--- config.mk ---
export PLATFORM = sky130hd
export DESIGN_NAME = led_div_seq
export DESIGN_NICKNAME = d
export VERILOG_FILES = /design/src/rtl/led_div_pkg.sv /design/src/rtl/led_div_seq_step_sync_db.sv /design/src/rtl/led_div_seq.sv
export SDC_FILE = /design/constraint.sdc
export NUM_CORES = 1
export LEC_CHECK = 0
export ABC_AREA = 1
export CAP_MARGIN = 20
export CORE_ASPECT_RATIO = 1.75
export CORE_MARGIN = 3
export CORE_UTILIZATION = 45
export DETAILED_ROUTE_END_ITERATION = 12
export HOLD_SLACK_MARGIN = 0.15
export PLACE_DENSITY = 0.73
export SETUP_SLACK_MARGIN = 0.05
export SYNTH_ARGS = -nofsm -noshare
export SYNTH_HDL_FRONTEND = slang
export SYNTH_HIERARCHICAL = 1
export SYNTH_SLANG_ARGS = --single-unit
--- constraint.sdc ---
create_clock -name clk100 -period 2.73 [get_ports clk100]
set_input_delay 0.819 -clock clk100 [delete_from_list [all_inputs] [get_ports clk100]]
set_output_delay 0.819 -clock clk100 [all_outputs]
set_load 0.02 [all_outputs]
--- src/rtl/led_div_pkg.sv ---
// Shared types and helpers for the led_div_seq divide-value sequencer.
package led_div_pkg;

  typedef enum logic [1:0] {
    IDLE    = 2'd0,
    DWELL   = 2'd1,
    ISSUE   = 2'd2,
    HOLDOFF = 2'd3
  } state_t;

  localparam int DIV_W_DEF = 5;

  // Ping-pong step between min_v and max_v. Returns {dir, div} at 32-bit
  // width; the caller keeps only the low DIV_W bits of the value.
  function automatic logic [32:0] next_div(input logic [31:0] div,
                                           input logic        dir,
                                           input logic [31:0] min_v,
                                           input logic [31:0] max_v);
    logic [32:0] r;
    if (min_v == max_v)             r = {dir, div};
    else if (dir && div == max_v)   r = {1'b0, max_v - 32'd1};
    else if (!dir && div == min_v)  r = {1'b1, min_v + 32'd1};
    else if (dir)                   r = {1'b1, div + 32'd1};
    else                            r = {1'b0, div - 32'd1};
    return r;
  endfunction

endpackage

--- src/rtl/led_div_seq_step_sync_db.sv ---
// Step button front end: 2-flop synchronizer, optional debouncer
// (LED_DIV_DEBOUNCE_EN) and registered rising-edge detect.
module step_sync_db #(
  parameter int DB_CYC = 1000000
) (
  input  logic clk100,
  input  logic rst,
  input  logic step_i,
  output logic step_pulse_o
);

  logic sync1_q, sync1_d;
  logic sync2_q, sync2_d;
  logic lvl_prev_q, lvl_prev_d;
  logic pulse_q, pulse_d;
  logic lvl;

`ifdef LED_DIV_DEBOUNCE_EN
  localparam int DBW = (DB_CYC > 1) ? $clog2(DB_CYC) : 1;
  localparam logic [DBW-1:0] DB_LAST = DBW'(DB_CYC - 1);

  logic [DBW-1:0] db_cnt_q, db_cnt_d;
  logic           db_lvl_q, db_lvl_d;

  // Count consecutive cycles the input disagrees with the held level
  always_comb begin
    db_cnt_d = '0;
    db_lvl_d = db_lvl_q;
    if (sync2_q != db_lvl_q) begin
      if (db_cnt_q == DB_LAST) db_lvl_d = sync2_q;
      else                     db_cnt_d = db_cnt_q + 1'b1;
    end
  end

  // Debounce state
  always_ff @(posedge clk100 or posedge rst) begin
    if (rst) begin
      db_cnt_q <= '0;
      db_lvl_q <= 1'b0;
    end else begin
      db_cnt_q <= db_cnt_d;
      db_lvl_q <= db_lvl_d;
    end
  end

  assign lvl = db_lvl_q;
`else
  localparam int db_cyc_unused = DB_CYC;
  assign lvl = sync2_q;
`endif

  // Synchronizer shift and edge-detect next values
  always_comb begin
    sync1_d    = step_i;
    sync2_d    = sync1_q;
    lvl_prev_d = lvl;
    pulse_d    = lvl & ~lvl_prev_q;
  end

  // Synchronizer and edge-detect flops
  always_ff @(posedge clk100 or posedge rst) begin
    if (rst) begin
      sync1_q    <= 1'b0;
      sync2_q    <= 1'b0;
      lvl_prev_q <= 1'b0;
      pulse_q    <= 1'b0;
    end else begin
      sync1_q    <= sync1_d;
      sync2_q    <= sync2_d;
      lvl_prev_q <= lvl_prev_d;
      pulse_q    <= pulse_d;
    end
  end

  assign step_pulse_o = pulse_q;

endmodule

--- src/rtl/led_div_seq.sv ---
// Divide-value sequencer feeding led_cnt: issues one-cycle write strobes
// with a ping-pong divide value, from a dwell timer or a step button.
// Optional step debouncer enabled by defining LED_DIV_DEBOUNCE_EN.
module led_div_seq
  import led_div_pkg::*;
#(
  parameter int DIV_W       = DIV_W_DEF,
  parameter int DIV_MIN     = 1,
  parameter int DIV_MAX     = 31,
  parameter int DWELL_CYC   = 100000000,
  parameter int HOLDOFF_CYC = 4,
  parameter int DB_CYC      = 1000000
) (
  input  logic             clk100,
  input  logic             rst,
  input  logic             en_i,
  input  logic             step_i,
  output logic [DIV_W-1:0] div_o,
  output logic             wren_o,
  output logic             dir_o,
  output logic             busy_o
);

  if (DIV_MIN < 1) begin : g_chk_min
    $fatal(1, "led_div_seq: DIV_MIN must be >= 1");
  end
  if (DIV_MIN > DIV_MAX) begin : g_chk_order
    $fatal(1, "led_div_seq: DIV_MIN must be <= DIV_MAX");
  end
  if (DIV_MAX >= (2 ** DIV_W)) begin : g_chk_max
    $fatal(1, "led_div_seq: DIV_MAX must fit in DIV_W bits");
  end

  localparam int TW = (DWELL_CYC > 1) ? $clog2(DWELL_CYC) : 1;
  localparam int HW = (HOLDOFF_CYC > 1) ? $clog2(HOLDOFF_CYC) : 1;
  localparam logic [TW-1:0] TIMER_LAST = TW'(DWELL_CYC - 1);
  localparam logic [HW-1:0] HO_LAST    = HW'(HOLDOFF_CYC - 1);

  state_t           state_q, state_d;
  logic [TW-1:0]    timer_q, timer_d;
  logic [HW-1:0]    ho_q, ho_d;
  logic [DIV_W-1:0] div_q, div_d;
  logic             dir_q, dir_d;
  logic             wren_q, wren_d;
  logic             busy_q, busy_d;
  logic             step_pulse;
  logic [32:0]      nd;
  logic             nd_unused;

  step_sync_db #(
    .DB_CYC(DB_CYC)
  ) u_step (
    .clk100      (clk100),
    .rst         (rst),
    .step_i      (step_i),
    .step_pulse_o(step_pulse)
  );

  assign nd        = next_div(32'(div_q), dir_q, 32'(DIV_MIN), 32'(DIV_MAX));
  assign nd_unused = ^nd[31:DIV_W];

  // State, timers and registered outputs
  always_ff @(posedge clk100 or posedge rst) begin
    if (rst) begin
      state_q <= IDLE;
      timer_q <= '0;
      ho_q    <= '0;
      div_q   <= DIV_W'(DIV_MIN);
      dir_q   <= 1'b1;
      wren_q  <= 1'b0;
      busy_q  <= 1'b0;
    end else begin
      state_q <= state_d;
      timer_q <= timer_d;
      ho_q    <= ho_d;
      div_q   <= div_d;
      dir_q   <= dir_d;
      wren_q  <= wren_d;
      busy_q  <= busy_d;
    end
  end

  // Next state: en_i low beats step_pulse, which beats dwell expiry
  always_comb begin
    state_d = state_q;
    timer_d = timer_q;
    ho_d    = ho_q;
    case (state_q)
      IDLE: begin
        if (step_pulse) begin
          state_d = ISSUE;
        end else if (en_i) begin
          state_d = DWELL;
          timer_d = '0;
        end
      end
      DWELL: begin
        if (!en_i) begin
          state_d = IDLE;
          timer_d = '0;
        end else if (step_pulse || timer_q == TIMER_LAST) begin
          state_d = ISSUE;
          timer_d = '0;
        end else begin
          timer_d = timer_q + 1'b1;
        end
      end
      ISSUE: begin
        state_d = HOLDOFF;
        ho_d    = '0;
      end
      HOLDOFF: begin
        if (ho_q == HO_LAST) begin
          ho_d    = '0;
          timer_d = '0;
          state_d = en_i ? DWELL : IDLE;
        end else begin
          ho_d = ho_q + 1'b1;
        end
      end
      default: state_d = IDLE;
    endcase
  end

  // Outputs are computed from the next state so strobe and value land together
  always_comb begin
    div_d  = div_q;
    dir_d  = dir_q;
    wren_d = (state_d == ISSUE);
    busy_d = (state_d == ISSUE) || (state_d == HOLDOFF);
    if (state_d == ISSUE) begin
      div_d = nd[DIV_W-1:0];
      dir_d = nd[32];
    end
  end

  assign div_o  = div_q;
  assign wren_o = wren_q;
  assign dir_o  = dir_q;
  assign busy_o = busy_q;

endmodule

# --- Word level (Yosys, flattened, before mapping) ---
# Cells that the tools add are included.
word_totals:
  regBits: 43
  inputBits: 4
  output_inout_bits: 8
  elab_cells: 56
op_classes:
  add_sub_neg: 4
  eq_ne: 12
  mux: 18
  bitwise: 2
  reduce_logical: 9
ops:
  columns: ["operator", "count"]
  rows:
  - ["two-way mux 27 bit", 5]
  - ["two-way mux 33 bit", 3]
  - ["one-hot mux 27 bit (3 select lines)", 1]
  - ["adder 27 x 1 -> 27 bit, second input constant", 1]
  - ["equality test 27 bit, second input constant", 1]
  - ["two-way mux 2 bit", 6]
  - ["equality test 2 bit, second input constant", 5]
  - ["one-hot mux 2 bit (4 select lines)", 1]
  - ["adder 5 x 1 -> 6 bit, second input constant", 1]
  - ["!= test 2 bit, second input constant", 3]
  - ["subtractor 5 x 1 -> 6 bit, second input constant", 1]
  - ["equality test 5 x 1 -> 1 bit, second input constant", 1]
  - ["equality test 5 bit, second input constant", 1]
  - ["one-hot mux 2 bit (2 select lines)", 1]
  - ["AND reduction 4 bit", 1]
  - ["nonzero test 3 bit", 1]
  - ["adder 2 x 1 -> 2 bit, second input constant", 1]
  - ["equality test 2 x 1 -> 1 bit, second input constant", 1]
  - ["logical AND 1 bit", 2]
  - ["zero test 2 bit", 1]
  - ["logical OR 1 bit", 2]
  - ["nonzero test 2 bit", 1]
  - ["bitwise AND 1 bit", 1]
  - ["zero test 1 bit", 1]
  - ["2 further kinds", 2]

# --- Depth between registers and ports, before layout ---
depth:
  depth_word: 7
  mapped_depth: 13
  mapped_depth_nobuf: 13

# --- Modules after synthesis ---
# Netlist, hierarchy kept.
modules_own_cells:
  columns: ["mod", "instances", "cells_each", "area_each_um2", "seq_area_each_um2"]
  rows:
  - ["led_div_seq", 1, 325, 2449.8, 978.4]
  - ["step_sync_db", 1, 7, 113.9, 100.1]

# --- Least setup slack after synthesis ---
# Ideal clock, no wire load.
synth_timing:
  path_type: "input-to-reg"
  startpoint: "in en_i"
  endpoint: "reg timer_q[17]"
  setup_time_ns: 0.117
  arrival_ns: 1.665
  t_required_ns: 2.613
  path_slack_ns: 0.948
  stages: 11
  n_path_buf: 0
  cell_sequence: "inv_1 > o21ai_2 > nand2_2 > inv_2 > nand2_2 > nor2_4 > nand2_2 > nor2_2 > nand2_1 > o21ai_1 > nor2_1"
synth_via:
  elab_chain_len: 2
  word_cells_on_any_way: 4
  classes_between: "1 x eq/ne; 2 x mux; 1 x reduce/logical"
synth_lines:
  columns: ["element", "line", "text"]
  rows:
  - ["start: declaration", "led_div_seq.sv:16", "input logic en_i,"]
  - ["two-way mux 27 bit or != test 2 bit (tied branches)", null, null]
  - ["one-hot mux 27 bit (3 select lines) or AND reduction 4 bit (tied branches)", null, null]
  - ["end signal: assignment", "led_div_seq.sv:74", "timer_q <= timer_d;"]
  - ["end: declaration", "led_div_seq.sv:40", "logic [TW-1:0] timer_q, timer_d;"]
# Several ways; a longest one is shown, not always the timed one.
# A chain may end at the register's enable or synchronous reset.

# --- Final worst setup path ---
layout_timing:
  startpoint: "reg dir_q, in the netlist dir_o"
  endpoint: "out dir_o"
layout_lines:
  columns: ["element", "line", "text"]
  rows:
  - ["start: declaration", "led_div_seq.sv:43", "logic dir_q, dir_d;"]
  - ["start signal: assignment", "led_div_seq.sv:77", "dir_q <= dir_d;"]
  - ["end: declaration", "led_div_seq.sv:20", "output logic dir_o,"]
# No word-level cell between the ends.

==> impl_metrics.toml <==
[status]
status = "complete, no violations"

[global_routing]
grt_first_pass_wirelength_um = 9600
grt_max_degree = 40
grt_usage = 0.182
antenna_found_initial = 0
grt_pass1_vias = 2149
grt.overflow.total = 0

[critical_path]
critPathRequiredTime_ps = 1910
worstReg2RegStart = "timer_q[1]"
critPathTopFamily = "flip-flops"
critPathKind = "reg2out"
crit_arrival_ps = 1560
cpPeakStageDelay_ps = 630
startpoint = "dir_o"
startpoint_type = "register"
cp-end-kind = "output pin"
cp.buffers_inverters = 1
cp_max_fo = 8
crit_chain = "clkdlybuf4s50_1"
crit_slowest_cell = "dfstp_2"

[layout]
syn2layout_area_growth_pct = 12.1
drive_above_1_share = 0.126
n_antenna_cell = 0
final_nets = 359
final_util = 0.534
stdcell_area_sq_mm = 0.00287

[timing]
worst_pin_slew_ps = 493
skew_ps = 11.4
hold_viol = 0
period_needed_ps = 2380
rsz0062_at_grt = "no"
finalSetupViolations = 0
relSlewSlack = 0.672
fin_tns_setup_ps = 0
fmax_mhz = 420
maxSlewViolCount = 0
period_share = 0.871

[synth]
async_reset_ff_frac = 1.00
ys_top_cells_by_count = "79 x nand2_1, 50 x nor2_1, 43 x inv_1"
ys_top_cells_by_area = "dfrtp_1 40%, nand2_1 12%, nor2_1 7.3%"
ys_ff_latch = 43
syn-num-nets = 342
avgSynthCellArea_sq_um = 7.72
synth_edf_count = 0
synth_flop_cell = "dfrtp_1"
yosysMostFrequentCell = "nand2_1"
synth_top_area_frac = 0.400
yosys_warnings = 6
yosysSeqAreaShare = 0.421
yosysTopAreaCell = "dfrtp_1"
syn-cell-area_sq_mm = 0.00256
synth_cell_types = 37
synth_cells = 332

[pwr]
ir_drop_mv = 0.636
p_leak_nw = 1.32
power.total_mw = 2.25
power_density_mw_per_mm2 = 782

[clock_network]
cts_buffers = 5
insertion_delay_ps = 300
clk_path_buf_depth = 2
cts_sinks = 43
ctsHtreeMaxLevel = 2
cts_tree = "built"
post-cts-setup-buffer-count = 0
cts_resized = 0
cts-root-buf = "clkbuf_8"
path_clk_slew_ps = 90
cts_hold_buf = 0

[routing]
wl_met1_um = 2100
avgRoutedWirePerCell_um = 12.7
top_layer = "met4"
dr_wl_met2_um = 3000
viasPerCell = 4.92
wl_met3_um = 116
drc = 0
drtAntennaViolNets = 0
vias = 2084
drt_wl_total_um = 5370
firstDrtPassIters = 4
drtIter0Drc = 56

[place]
hpwl_um = 4100
portBuffers = 11
place_area_sq_mm = 0.00276
gp_congestion = 0.910

[run]
drv_cap = 0

[floorplan]
die-area_sq_mm = 0.00667
design.core.area_sq_mm = 0.00539
num_io_pins = 12
fp.dieH_um = 106
die_w_um = 63.1
initial_core_util = 0.476
row_count = 35

[hold_path]
min_from = "u_step/sync1_q"
hp-class = "reg2reg"
[area by class of cell]
type                    instances  area [sq um]
clock inverters                 2          37.5
repair buffers                 14           133
inverters                      47           181
flip-flops and latches         43          1080
well taps                      74          92.6
fillers                       539          2510
multi-input cells             238          1280
clock buffers                   6          72.6
[cells in the final DEF (no fill, tap or decap), types with 2 or more instances in the layout]
cell type and n:
nor2_4 5, o21ai_1 5, xor2_1 11, nor3_1 8, dfstp_2 2, clkdlybuf4s50_1 11, nand2_4 4, nand2_1 79
buf_4 3, nor2_2 4, clkbuf_8 5, nor2_1 50, nand4_1 8, a21oi_1 3, dfrtp_1 41, nand3_1 16
a21boi_0 2, inv_2 3, o21ai_0 10, nand2_2 9, xnor2_1 4, ha_1 6, nand3b_1 2, inv_1 43
[through the flow]
stage                     hold slack (ps)  std cells  worst slack (ps)
after detailed placement              343        416               148
final                                 361        424               351
after global routing                  367        424               273
after CTS                             364        424               333
after floorplan                       331        332               948
after global placement                344        416               215
[cells by family (layout without fill, tap and decap cells)]
logic type | count (synthesis) | count (layout) | synth area share
buf+inv | 51 | 69 | 0.0805
simple gates | 192 | 192 | 0.361
xor+xnor | 15 | 15 | 0.0512
flops | 43 | 43 | 0.421
compound gates | 25 | 25 | 0.0571
fa+ha+maj | 6 | 6 | 0.0293
[worst paths after layout]
path | slack, ps | to | cells past startpoint
worst max register to register | 850 | timer_q[18] | 7
worst min register to register | 360 | u_step/lvl | 0
max in group asynchronous | 1400 | dir_o | 3
worst min-delay path | 360 | u_step/lvl | 0
worst max-delay path | 350 | dir_o | 1
min in group asynchronous | 710 | u_step/lvl | 2
[where the power goes]
part	total [mW]	switching, mW	leakage [nW]	internal (mW)
Clock	0.489	0.216	0.0514	0.273
Sequential	0.851	0.110	0.567	0.742
Combinational	0.908	0.570	0.705	0.338
[flip-flops by register name (all words and copies together) (netlist names)]
register and flops:
state_q 2, busy_o 1, u_step/lvl 1, wren_o 1, timer_q 27, u_step/step_pulse_o 1
dir_o 1, u_step/sync1_q 1, u_step/lvl_prev_q 1, ho_q 2, div_o 5
[metal layers]
layer | global-route usage | vias to the layer above
li1 | - | 1070
met3 | 0.0277 | 8
met1 | 0.190 | 977
met2 | 0.347 | 29
met5 | 0 | -
met4 | 0.0821 | 0
No activity file was read; power rests on OpenSTA's default activity.
